File: config.mk
export PLATFORM = sky130hd
export DESIGN_NAME = bin_to_bcd_seq
export DESIGN_NICKNAME = d
export VERILOG_FILES = /design/src/rtl/bin_to_bcd_seq.sv
export SDC_FILE = /design/constraint.sdc
export NUM_CORES = 1
export LEC_CHECK = 0
export ABC_AREA = 1
export BUFFER_PORTS_ARGS = -buffer_cell sky130_fd_sc_hd__buf_4
export CORE_MARGIN = 1.5
export CORE_UTILIZATION = 45
export DETAILED_ROUTE_END_ITERATION = 8
export HOLD_SLACK_MARGIN = 0.15
export SKIP_CTS_REPAIR_TIMING = 1
export SLEW_MARGIN = 30
export SYNTH_ARGS = -nofsm -noshare
export SYNTH_HDL_FRONTEND = slang
export SYNTH_SLANG_ARGS = --single-unit
File: constraint.sdc
create_clock -name CLOCK_50 -period 1.5 [get_ports CLOCK_50]
set_input_delay 0.15 -clock CLOCK_50 [delete_from_list [all_inputs] [get_ports CLOCK_50]]
set_output_delay 0.15 -clock CLOCK_50 [all_outputs]
set_load 0.005 [all_outputs]
File: src/rtl/bin_to_bcd_seq.sv
// Sequential binary-to-BCD converter using shift-and-add-3, one input bit per clock.
// It uses a START/BUSY/DONE handshake and gives saturating overflow and leading-zero flags.
module bin_to_bcd_seq #(
  parameter int WIDTH  = 6,
  parameter int DIGITS = 2,
  localparam int LZW   = (DIGITS > 1) ? DIGITS - 1 : 1
) (
  input  logic                  CLOCK_50,
  input  logic                  RESET,
  input  logic                  START,
  input  logic [WIDTH-1:0]      BIN,
  output logic                  BUSY,
  output logic                  DONE,
  output logic [4*DIGITS-1:0]   BCD,
  output logic                  OVF,
  output logic [LZW-1:0]        LZ
);

  localparam int SW = 4 * DIGITS + 1;
  localparam int CW = $clog2(WIDTH + 1);

  typedef enum logic [1:0] {IDLE, SHIFT, FINISH} state_t;

  state_t          state, state_nxt;
  logic [CW-1:0]   count;
  logic [SW-1:0]   scratch;
  logic [SW-1:0]   adj;
  logic [WIDTH-1:0] shreg;
  logic            lost;
  logic            load, shift, finish;
  logic            ovf_fin;
  logic [4*DIGITS-1:0] bcd_fin;

  function automatic logic [SW-1:0] add3(input logic [SW-1:0] s);
    logic [SW-1:0] r;
    r = s;
    for (int i = 0; i < DIGITS; i++)
      if (s[4*i +: 4] >= 4'd5) r[4*i +: 4] = s[4*i +: 4] + 4'd3;
    return r;
  endfunction

  function automatic logic any_gt9(input logic [4*DIGITS-1:0] v);
    for (int i = 0; i < DIGITS; i++)
      if (v[4*i +: 4] > 4'd9) return 1'b1;
    return 1'b0;
  endfunction

  function automatic logic [4*DIGITS-1:0] sat_bcd(input logic [4*DIGITS-1:0] v,
                                                 input logic ovf);
    logic [4*DIGITS-1:0] r;
    r = v;
    if (ovf)
      for (int i = 0; i < DIGITS; i++) r[4*i +: 4] = 4'd9;
    return r;
  endfunction

  function automatic logic [LZW-1:0] lead_zeros(input logic [4*DIGITS-1:0] v);
    logic [LZW-1:0] z;
    z = '0;
    for (int i = 0; i < DIGITS - 1; i++)
      z[i] = ((v >> (4 * (i + 1))) == '0);
    return z;
  endfunction

  always_ff @(posedge CLOCK_50 or posedge RESET) begin
    if (RESET) state <= IDLE;
    else       state <= state_nxt;
  end

  always_comb begin
    state_nxt = state;
    load      = 1'b0;
    shift     = 1'b0;
    finish    = 1'b0;
    case (state)
      IDLE: if (START) begin
        load      = 1'b1;
        state_nxt = SHIFT;
      end
      SHIFT: begin
        shift = 1'b1;
        if (count == CW'(1)) state_nxt = FINISH;
      end
      FINISH: begin
        finish    = 1'b1;
        state_nxt = IDLE;
      end
      default: state_nxt = IDLE;
    endcase
  end

  always_ff @(posedge CLOCK_50 or posedge RESET) begin
    if (RESET)      count <= '0;
    else if (load)  count <= CW'(WIDTH);
    else if (shift) count <= count - CW'(1);
  end

  // Conversion datapath: adjust then shift; a 1 leaving the top of scratch is remembered.
  assign adj = add3(scratch);

  always_ff @(posedge CLOCK_50) begin
    if (load) begin
      shreg   <= BIN;
      scratch <= '0;
      lost    <= 1'b0;
    end else if (shift) begin
      scratch <= {adj[SW-2:0], shreg[WIDTH-1]};
      shreg   <= shreg << 1;
      lost    <= lost | adj[SW-1];
    end
  end

  assign ovf_fin = lost | scratch[SW-1] | any_gt9(scratch[4*DIGITS-1:0]);
  assign bcd_fin = sat_bcd(scratch[4*DIGITS-1:0], ovf_fin);

  // Result stage: outputs change only on the FINISH edge.
  always_ff @(posedge CLOCK_50 or posedge RESET) begin
    if (RESET) begin
      BUSY <= 1'b0;
      DONE <= 1'b0;
      BCD  <= '0;
      OVF  <= 1'b0;
      LZ   <= '0;
    end else begin
      BUSY <= (state_nxt != IDLE);
      DONE <= finish;
      if (finish) begin
        BCD <= bcd_fin;
        OVF <= ovf_fin;
        LZ  <= lead_zeros(bcd_fin);
      end
    end
  end

endmodule
Word-level counts from Yosys, hierarchy flattened
Index checks and enable logic that the tools add are counted.

Bitwise operators: 2. Add/sub/neg operators: 3. Reductions and logical operators: 4. Eq/ne operators: 3. Order comparisons: 4. Mux-type cells: 21.

Operator list (count): two-way mux 6 bit (2); two-way mux 1 bit (11); adder 4 x 2 -> 4 bit, second input constant (2); >= comparator 4 x 3 -> 1 bit, second input constant (2); > comparator 4 bit, second input constant (2); logical NOT 8 bit (1); two-way mux 4 bit (2); two-way mux 8 bit (1); two-way mux 3 bit (2); two-way mux 2 bit (2); one-hot mux 2 bit (2 select lines) (1); nonzero test 2 bit (2); equality test 3 x 1 -> 1 bit, second input constant (1); subtractor 3 x 1 -> 3 bit, second input constant (1); equality test 2 x 1 -> 1 bit, second input constant (1); equality test 2 bit, second input constant (1); logical NOT 2 bit (1); bitwise OR 1 bit (2).

Bits of input ports: 9. Bits in registers: 33. Output and inout bits: 12. Word-level logic and storage cells: 47.

Logic depth before layout (Yosys ltp)
Gate-level depths: netlist of the first run.

Depth after elaboration: 8. Gate-level depth with buffers: 9. Depth with buffers taken out: 9.

Least setup slack after synthesis of the first run
No wires, ideal clock.

Path type: register to register. Start: register scratch[0]. End: register OVF. Path buffers: 0. Required time: 1.437 ns. Path slack: 0.213 ns. Data arrival time: 1.224 ns. Stages on the path, launching flop included: 8. Library setup time: 0.063 ns. Clock period less this slack: 1.287 ns. Cell sequence: dfxtp_1 inv_1 ha_1 o21ai_0 nand2_1 nand3b_4 o21ai_0 inv_1.

Longest elaborated chain between the ends: 5. Elaborated cells on any way between the ends: 6. Classes of those cells: order compare (1); mux (4); bitwise (1).

Ends and longest elaborated chain: start, declared (line 26) `logic [SW-1:0] scratch;`; start signal, assigned (line 107) `scratch <= {adj[SW-2:0], shreg[WIDTH-1]};`; > comparator 4 bit * (line 44) `if (v[4*i +: 4] > 4'd9) return 1'b1;`; two-way mux 1 bit * (line 44); two-way mux 1 bit (line 43) `for (int i = 0; i < DIGITS; i++)`; two-way mux 1 bit * (line 45) `return 1'b0;`; bitwise OR 1 bit * (line 113) `assign ovf_fin = lost | scratch[SW-1] | any_gt9(scratch[4*DIGITS-1:0]);`; end signal, assigned (line 129) `OVF <= ovf_fin;`; end, declared (line 15) `output logic OVF,`.

Every way passes the cells marked *; elsewhere a longest branch is shown, timed or not. A chain may end at the register's enable or synchronous reset.

Final worst setup path of the first run
Start: register state[1]. End: register shreg[5], data pin.

Longest elaborated chain between the ends: 3.

Ends and longest elaborated chain: start, declared (line 24) `state_t state, state_nxt;`; start signal, assigned (line 67) `else state <= state_nxt;`; logical NOT 2 bit (line 75) `case (state)`; two-way mux 1 bit (line 75); two-way mux 6 bit (line 102) `if (load) begin`; end signal, assigned (line 108) `shreg <= shreg << 1;`; end, declared (line 28) `logic [WIDTH-1:0] shreg;`.

Every way passes these cells.

==> run_results.csv, run 1 <==
group,metric,value,unit
status,status,"complete, no violations",
routing,top_layer,"met4",
critical_path,reg2reg_from,"state[1]",
critical_path,r2r-end,"shreg[5]",
critical_path,cp-endpoint,"shreg[5]",
critical_path,slowest_delay,420,ps
critical_path,start_kind,"register",
yosys,synth_nets,196,
routing,first_iter_violations,44,
clock_network,clockBufferDepth,2,
place,numPortBuffers,20,
yosys,ys_seq_elements,33,
critical_path,slowest_stage,"dfrtp_1",
floorplanning,die_w,61.8,um
critical_path,crit_family,"simple AND/OR/NAND/NOR gates",
cells_and_area,final_cells,268,
routing,met1_length,1330,um
power,p_leak,0.936,nW
floorplanning,boundaryPins,21,
global_route,grt_pass1_vias,1078,
critical_path,critical_path_class,"register to register",
power,ir_drop,0.000900,V
critical_path,reg2reg_depth,6,
clock_network,cts_sinks,33,
floorplanning,die_area,3820,sq um
critical_path,end_kind,"register",
global_route,grt_max_degree,18,
cells_and_area,nFillCells,301,
critical_path,crit_buf_inv,2,
critical_path,crit_start,"state[1]",
routing,antenna_left,0,
flow_run,maxCapViolCount,0,
critical_path,worstPathArrival,1450,ps
timing,worst_pin_slew,638,ps
clock_network,cts_tree,"yes",
clock_network,cts_root_buffer,"clkbuf_4",
yosys,ys_types,23,
yosys,ys.warnings.count,0,
cells_and_area,drive_above_1_share,22.5,%
power,p_per_area,1860,nW/um^2
routing,firstDrtPassIters,4,
clock_network,cts-buffers-inserted,5,
global_route,grt_pass1_wl,4690,um
worst_hold_path,hold_class,"primary input to register",
floorplanning,die_y,61.8,um
routing,wl_met3,118,um
yosys,syn_area_per_cell,8.59,sq um
global_route,antenna_found_initial,0,
critical_path,crit_cells,6,
timing,period_minus_slack,1370,ps
global_route,gr-usage-all-layers,17.1,%
timing,finalClockSkew,7.71,ps
yosys,ys_seq_area_share,51.8,%
cells_and_area,area_growth,24.1,%
place,dp.cells,249,
cells_and_area,antenna_cells,0,
timing,slew-limit-headroom,57.4,%
yosys,synth_area,1560,sq um
global_route,grt.overflow.total,0,
timing,fin_crit_sh,91.0,%
timing,hold_viol,0,
routing,vias,1274,
critical_path,worstPathMaxFanout,8,
floorplanning,coreArea,3340,sq um
timing,setup_viol,0,
critical_path,required,1590,ps
routing,routed_wl,2980,um
critical_path,crit_chain,"inv_1, nand2_2, nor2_4, inv_2, nand2_1, nand2_1",
power,total_power,3.59,mW
clock_network,cts_max_level,2,
place,place_hpwl,2120,um
critical_path,path_common_cell,"nand2_1",
place,place_congestion,0.823,
yosys,syn_inst,181,
floorplanning,std_cell_rows,21,
timing,clock.fmax,0.732,GHz
cells_and_area,finalNetCount,236,
timing,slew_viol_final,0,
clock_network,worstSkewPairLatency,330,ps
floorplanning,start_util,46.6,%
timing,fin_setup_tns,0,ps
routing,viasPerCell,4.75,
critical_path,rrSetupSlack,130,ps
routing,wl_per_cell,11.1,um
clock_network,clk_pin_slew,90,ps
routing,drc,0,
routing,wl_met2,1500,um
cells by family after synthesis:
kind of cell | share of synthesized area (%)
and+or+nand+nor | 27.4
adders and majority gates | 4.83
AOI/OAI and AO/OA | 9.57
DFF | 51.8
buffers and inverters | 6.44
per-stage QoR:
step | hold WS [ps] | util (%) | setup WS, ps | area, sq um
floorplan | 76.1 | - | 213 | 1560
global placement | 270 | 53.2 | 130 | 1770
detailed placement | 278 | 53.2 | 92.6 | 1770
CTS | -83.7 | 54.6 | 65.3 | 1820
global route | 164 | 57.9 | -0.707 | 1930
finish | 163 | 57.9 | 134 | 1930
how the worst min path moves through the flow:
stage,to,slack [ps],startpoint,cells past startpoint
after CTS,BCD[0],-80,RESET,2
final,BUSY,160,START,3
after floorplan,BCD[0],80,RESET,1
after global routing,BUSY,160,START,3
after global placement,DONE,270,RESET,2
after detailed placement,BCD[0],280,RESET,2
metal layers:
| metal | global-route usage, % | vias up |
|---|---|---|
| met5 | 0 | - |
| met1 | 19.9 | 584 |
| met3 | 6.21 | 4 |
| li1 | - | 660 |
| met4 | 6.38 | 0 |
| met2 | 29.0 | 26 |
registers in the layout (all words and copies together) (netlist names), 2 cells and up:
name	flops
count	3
BCD	8
shreg	6
scratch	9
state	2
cell usage after synthesis:
library cell / count / area share, %
nor2_4: 3 / 2.2
nand2_2: 2 / 0.80
dfxtp_1: 10 / 13
nand3b_4: 1 / 1.3
buf_6: 1 / 0.72
o21ai_0: 10 / 3.2
inv_1: 18 / 4.3
nand2_4: 1 / 0.72
edfxtp_1: 6 / 12
a31oi_1: 1 / 0.40
inv_2: 2 / 0.48
o21ai_2: 4 / 2.3
inv_4: 1 / 0.40
buf_4: 1 / 0.48
a21oi_1: 5 / 1.6
nand2_1: 58 / 14
a21oi_2: 2 / 1.1
nor2_1: 17 / 4.1
ha_1: 6 / 4.8
dfrtp_1: 17 / 27
o211ai_1: 2 / 0.97
nand3_1: 12 / 3.9
nand4_1: 1 / 0.40
power by group:
part	internal (mW)	leakage, nW	switching (mW)
logic	0.673	0.563	0.909
clock network	0.187	0.0265	0.284
registers	1.30	0.347	0.239
area by class of cell:
class                           instances  area [sq um]  share of cell area [%]
Timing Repair Buffer                   34           273                    14.1
Tap cell                               46          57.6                    2.98
Multi-Input combinational cell        126           664                    34.4
Sequential cell                        33           806                    41.7
Clock buffer                            8          48.8                    2.53
Inverter                               21          81.3                    4.21
worst register-to-register path, stage by stage (launching register included):
cell	delay, ps
dfrtp_1	420
inv_1	130
nand2_2	150
nor2_4	210
inv_2	100
nand2_1	70
nand2_1	50
cell usage in the layout, fill, tap and decap left out:
master,Yosys,final
o21ai_2,4,5
o21ai_1,0,1
o211ai_1,2,2
nand3b_4,1,1
buf_4,1,27
inv_4,1,1
o21ai_0,10,8
inv_2,2,2
nand2_4,1,1
inv_1,18,18
nand2_1,58,58
a21oi_1,5,5
nand2_2,2,2
nor2_4,3,3
edfxtp_1,6,6
nand3b_2,0,1
ha_1,6,6
nand3_1,12,12
a31oi_1,1,1
a21oi_2,2,2
clkbuf_1,0,3
nor2_1,17,17
nand4_1,1,1
dfxtp_1,10,10
dlygate4sd3_1,0,7
dfrtp_1,17,17
clkbuf_4,0,5
No activity file was read; power rests on OpenSTA's default activity.
==> run 2: changes to the inputs <==
- GPL_TIMING_DRIVEN: default -> 0
==> run_results.csv, run 2 (synthesis results as in run 1) <==
group,metric,value,unit
status,status,"complete, no violations",
critical_path,rrSetupSlack,110,ps
floorplanning,die_area,3820,sq um
critical_path,crit_chain,"inv_1, ha_1, o21ai_0, nand2_1, nand3b_2, o21ai_2",
clock_network,cts_tree,"yes",
timing,clock.fmax,0.718,GHz
critical_path,slowest_delay,390,ps
critical_path,end_kind,"register",
global_route,antenna_found_initial,0,
cells_and_area,antenna_cells,0,
timing,slew-limit-headroom,58.1,%
flow_run,maxCapViolCount,0,
global_route,grt_pass1_vias,1088,
cells_and_area,nFillCells,323,
timing,worst_pin_slew,627,ps
floorplanning,die_w,61.8,um
place,place_congestion,0.877,
critical_path,worstPathMaxFanout,5,
place,place_hpwl,2100,um
critical_path,r2r-end,"BCD[5]",
floorplanning,boundaryPins,21,
critical_path,reg2reg_from,"scratch[4]",
power,p_per_area,1890,nW/um^2
clock_network,cts_max_level,2,
cells_and_area,drive_above_1_share,22.4,%
routing,drc,0,
timing,hold_viol,0,
critical_path,crit_start,"scratch[4]",
global_route,grt_max_degree,18,
routing,first_iter_violations,36,
cells_and_area,final_common_cell,"nand2_1",
cells_and_area,finalNetCount,233,
timing,setup_viol,0,
cells_and_area,top_register,"scratch",
floorplanning,std_cell_rows,21,
timing,finalClockSkew,5.44,ps
routing,viasPerCell,4.71,
timing,worst_slack,107,ps
cells_and_area,final_cells,265,
routing,antenna_left,0,
cells_and_area,final_area,1910,sq um
floorplanning,coreArea,3340,sq um
place,pre_cts_ws,26.9,ps
routing,wl_per_cell,11.3,um
cells_and_area,largest_reg_flops,9,
power,ir_drop,0.000770,V
critical_path,start_kind,"register",
worst_hold_path,hold_class,"primary input to register",
global_route,gr-usage-all-layers,16.8,%
floorplanning,start_util,46.6,%
place,dpl-instance-area,1760,sq um
critical_path,reg2reg_depth,6,
global_route,grt_pass1_wl,4640,um
floorplanning,die_y,61.8,um
clock_network,clockBufferDepth,2,
critical_path,required,1720,ps
place,dp.cells,247,
place,numPortBuffers,20,
timing,fin_crit_sh,92.8,%
clock_network,worstSkewPairLatency,330,ps
timing,period_minus_slack,1390,ps
cells_and_area,layout_common_cells,"nand2_1 (58), buf_4 (23), inv_1 (18)",
routing,vias,1249,
clock_network,clk_pin_slew,100,ps
clock_network,cts-buffers-inserted,5,
routing,routed_wl,3000,um
cells_and_area,top_regs,"scratch (9), BCD (8), shreg (6)",
clock_network,cts_sinks,33,
timing,fin_setup_tns,0,ps
timing,timing.hold.ws,163,ps
routing,firstDrtPassIters,4,
critical_path,worstPathArrival,1620,ps
clock_network,cts_root_buffer,"clkbuf_4",
cells_and_area,area_growth,23.1,%
critical_path,cp-endpoint,"BCD[5]",
power,p_leak,0.921,nW
critical_path,slowest_stage,"dfxtp_2",
global_route,grt.overflow.total,0,
timing,slew_viol_final,0,
critical_path,critical_path_class,"register to register",
run 2: changes by cell type in the layout (fill, tap and decap cells not counted), sizes merged:
cell,before,now
buf,27,24
run 2: report_power, final:
part	total [mW]	internal [mW]	switching (mW)
sequential	1.54	1.31	0.235
combinational	1.60	0.665	0.932
clock	0.472	0.187	0.285
run 2: how the worst min path moves through the flow:
stage | from | end | slack [ps] | cells after the start
4_1_cts | RESET | BCD[0] | -90 | 2
3_3_place_gp | RESET | DONE | 260 | 2
5_1_grt | START | BUSY | 170 | 3
6_report | START | BUSY | 160 | 3
2_1_floorplan | RESET | BCD[0] | 80 | 1
3_5_place_dp | RESET | BCD[3] | 270 | 2
run 2: layout make-up:
class | count | area [sq um] | share of cell area, %
clock buffer | 8 | 48.8 | 2.55
buffer | 2 | 18.8 | 0.980
multi-input combinational | 126 | 664 | 34.7
inverter | 21 | 81.3 | 4.25
timing repair buffer | 29 | 235 | 12.3
tap | 46 | 57.6 | 3.01
sequential | 33 | 808 | 42.2
run 2: routing by layer:
layer	up-vias	track usage, %	share of wire (%)
met4	0	9.42	1.8
met5	-	0	0
met3	7	4.55	3.3
met1	563	19.5	46
met2	27	28.1	49
li1	652	-	-
run 2: critical path: cells and delay by family (launching register included):
family | cells | cell delay [ps]
DFF | 1 | 390
AOI/OAI and AO/OA | 2 | 230
adders and majority gates | 1 | 240
buffers and inverters | 1 | 90
and+or+nand+nor | 2 | 340
run 2: stage by stage:
step	util [%]	total power, mW
after floorplan	-	2.63
after global placement	52.8	3.02
after detailed placement	52.8	3.09
after CTS	54.3	3.58
after global routing	57.4	3.96
final	57.4	3.61
==> run 3: changes to the inputs <==
- REMOVE_ABC_BUFFERS: default -> 1
==> run_results.csv, run 3 (synthesis results as in run 1) <==
group,metric,value,unit
status,status,"complete, no violations",
worst_hold_path,worstHoldStart,"START",
floorplanning,die_area,3820,sq um
floorplanning,die_y,61.8,um
global_route,grt_pass1_vias,1020,
cells_and_area,largest_reg_flops,9,
floorplanning,std_cell_rows,21,
clock_network,cts_sinks,33,
floorplanning,coreArea,3340,sq um
global_route,grt_max_degree,18,
critical_path,required,1600,ps
clock_network,cts_max_level,2,
timing,worst_pin_slew,632,ps
timing,timing.hold.ws,157,ps
routing,vias,1265,
place,dp.cells,245,
power,p_int,2.19,mW
power,clockPowerShare,12.8,%
timing,slew_viol_final,0,
routing,antenna_left,0,
critical_path,reg2reg_depth,6,
cells_and_area,nFillCells,316,
power,total_power,3.62,mW
routing,firstDrtPassIters,4,
routing,routed_wl,2860,um
routing,viasPerCell,4.72,
power,p_sw_share,39.6,%
timing,finalClockSkew,3.64,ps
timing,setup_viol,0,
critical_path,slowest_stage,"dfrtp_1",
clock_network,clk_pin_slew,90,ps
timing,slew-limit-headroom,57.8,%
critical_path,r2r-end,"shreg[3]",
cells_and_area,final_area,1930,sq um
place,place_hpwl,1960,um
cells_and_area,layout_common_cells,"nand2_1 (58), buf_4 (27), inv_1 (18)",
global_route,grt_pass1_wl,4310,um
clock_network,cts_tree,"yes",
cells_and_area,drive_above_1_share,23.4,%
clock_network,clockBufferDepth,2,
timing,period_minus_slack,1390,ps
power,p_per_area,1870,nW/um^2
cells_and_area,final_common_cell,"nand2_1",
floorplanning,start_util,46.6,%
global_route,antenna_found_initial,0,
clock_network,cts_root_buffer,"clkbuf_4",
power,pwr-share-comb,44.1,%
place,numPortBuffers,20,
clock_network,cts-buffers-inserted,5,
place,pre_cts_ws,17.8,ps
cells_and_area,antenna_cells,0,
place,dpl-instance-area,1740,sq um
routing,drc,0,
flow_run,maxCapViolCount,0,
timing,fin_crit_sh,92.9,%
power,p_switching,1.43,mW
power,seq_power_share,43.1,%
cells_and_area,final_cells,268,
floorplanning,die_w,61.8,um
worst_hold_path,hold_end,"BUSY",
global_route,gr-usage-all-layers,15.8,%
critical_path,crit_chain,"inv_1, nand2_2, nor2_4, inv_2, nand2_1, nand2_1",
worst_hold_path,hold_class,"primary input to register",
critical_path,worstPathArrival,1490,ps
cells_and_area,finalNetCount,236,
power,p_leak,0.934,nW
cells_and_area,top_regs,"scratch (9), BCD (8), shreg (6)",
critical_path,worstPathMaxFanout,8,
cells_and_area,top_register,"scratch",
critical_path,rrSetupSlack,110,ps
critical_path,crit_family,"simple AND/OR/NAND/NOR gates",
critical_path,reg2reg_from,"state[1]",
cells_and_area,area_growth,24.3,%
critical_path,end_kind,"register",
worst_hold_path,whs_path_depth,3,
global_route,grt.overflow.total,0,
place,place_congestion,0.832,
power,ir_drop,0.000806,V
critical_path,start_kind,"register",
clock_network,worstSkewPairLatency,330,ps
floorplanning,boundaryPins,21,
critical_path,crit_buf_inv,2,
critical_path,critical_path_class,"register to register",
timing,clock.fmax,0.718,GHz
routing,wl_per_cell,10.7,um
routing,first_iter_violations,25,
timing,worst_slack,106,ps
critical_path,path_common_cell,"nand2_1",
critical_path,slowest_delay,410,ps
timing,hold_viol,0,
run 3: changes by cell type in the layout (fill, tap and decap cells not counted):
cell     change
buf_4        +4
o21ai_1      +1
buf_6        -1
o21ai_0      -1
run 3: cell type report:
class | instances | area, sq um | area share [%]
clock buffer | 8 | 48.8 | 2.52
inverter | 21 | 81.3 | 4.21
multi-input combinational | 126 | 664 | 34.4
sequential | 33 | 808 | 41.8
tap | 46 | 57.6 | 2.98
timing repair buffer | 34 | 273 | 14.1
run 3: metrics by stage:
stage	utilization [%]	setup TNS, ps
finish	57.9	0
global route	57.9	-10.4
global placement	52.3	0
detailed placement	52.3	0
floorplan	-	0
CTS	53.7	0
run 3: worst reg2reg max path, stage by stage, from the launching register on:
cell	delay, ps
dfrtp_1	410
inv_1	130
nand2_2	150
nor2_4	240
inv_2	110
nand2_1	80
nand2_1	50
run 3: worst max-delay path by stage:
stage | end | slack, ps | cells after the start | from
after CTS | shreg[0] | 8 | 4 | state[0]
after global placement | shreg[4] | 20 | 4 | state[0]
final | shreg[3] | 110 | 6 | state[1]
after detailed placement | shreg[0] | 20 | 4 | state[0]
after global routing | scratch[2] | -10 | 7 | scratch[1]
after floorplan | OVF | 210 | 7 | scratch[0]
run 3: metal layers:
metal  part of all wire (%)  global-route usage [%]
met1                     45                    18.4
met2                     49                    26.2
met3                    3.7                    3.93
met4                    2.9                    9.12
met5                      0                       0
run 3: power groups by stage:
stage | Clock (mW) | Combinational [mW] | Sequential, mW
after floorplan | 0 | 1.05 | 1.53
after global placement | 0 | 1.41 | 1.56
after detailed placement | 0 | 1.45 | 1.57
after CTS | 0.484 | 1.46 | 1.55
after global routing | 0.512 | 1.85 | 1.61
final | 0.465 | 1.60 | 1.56
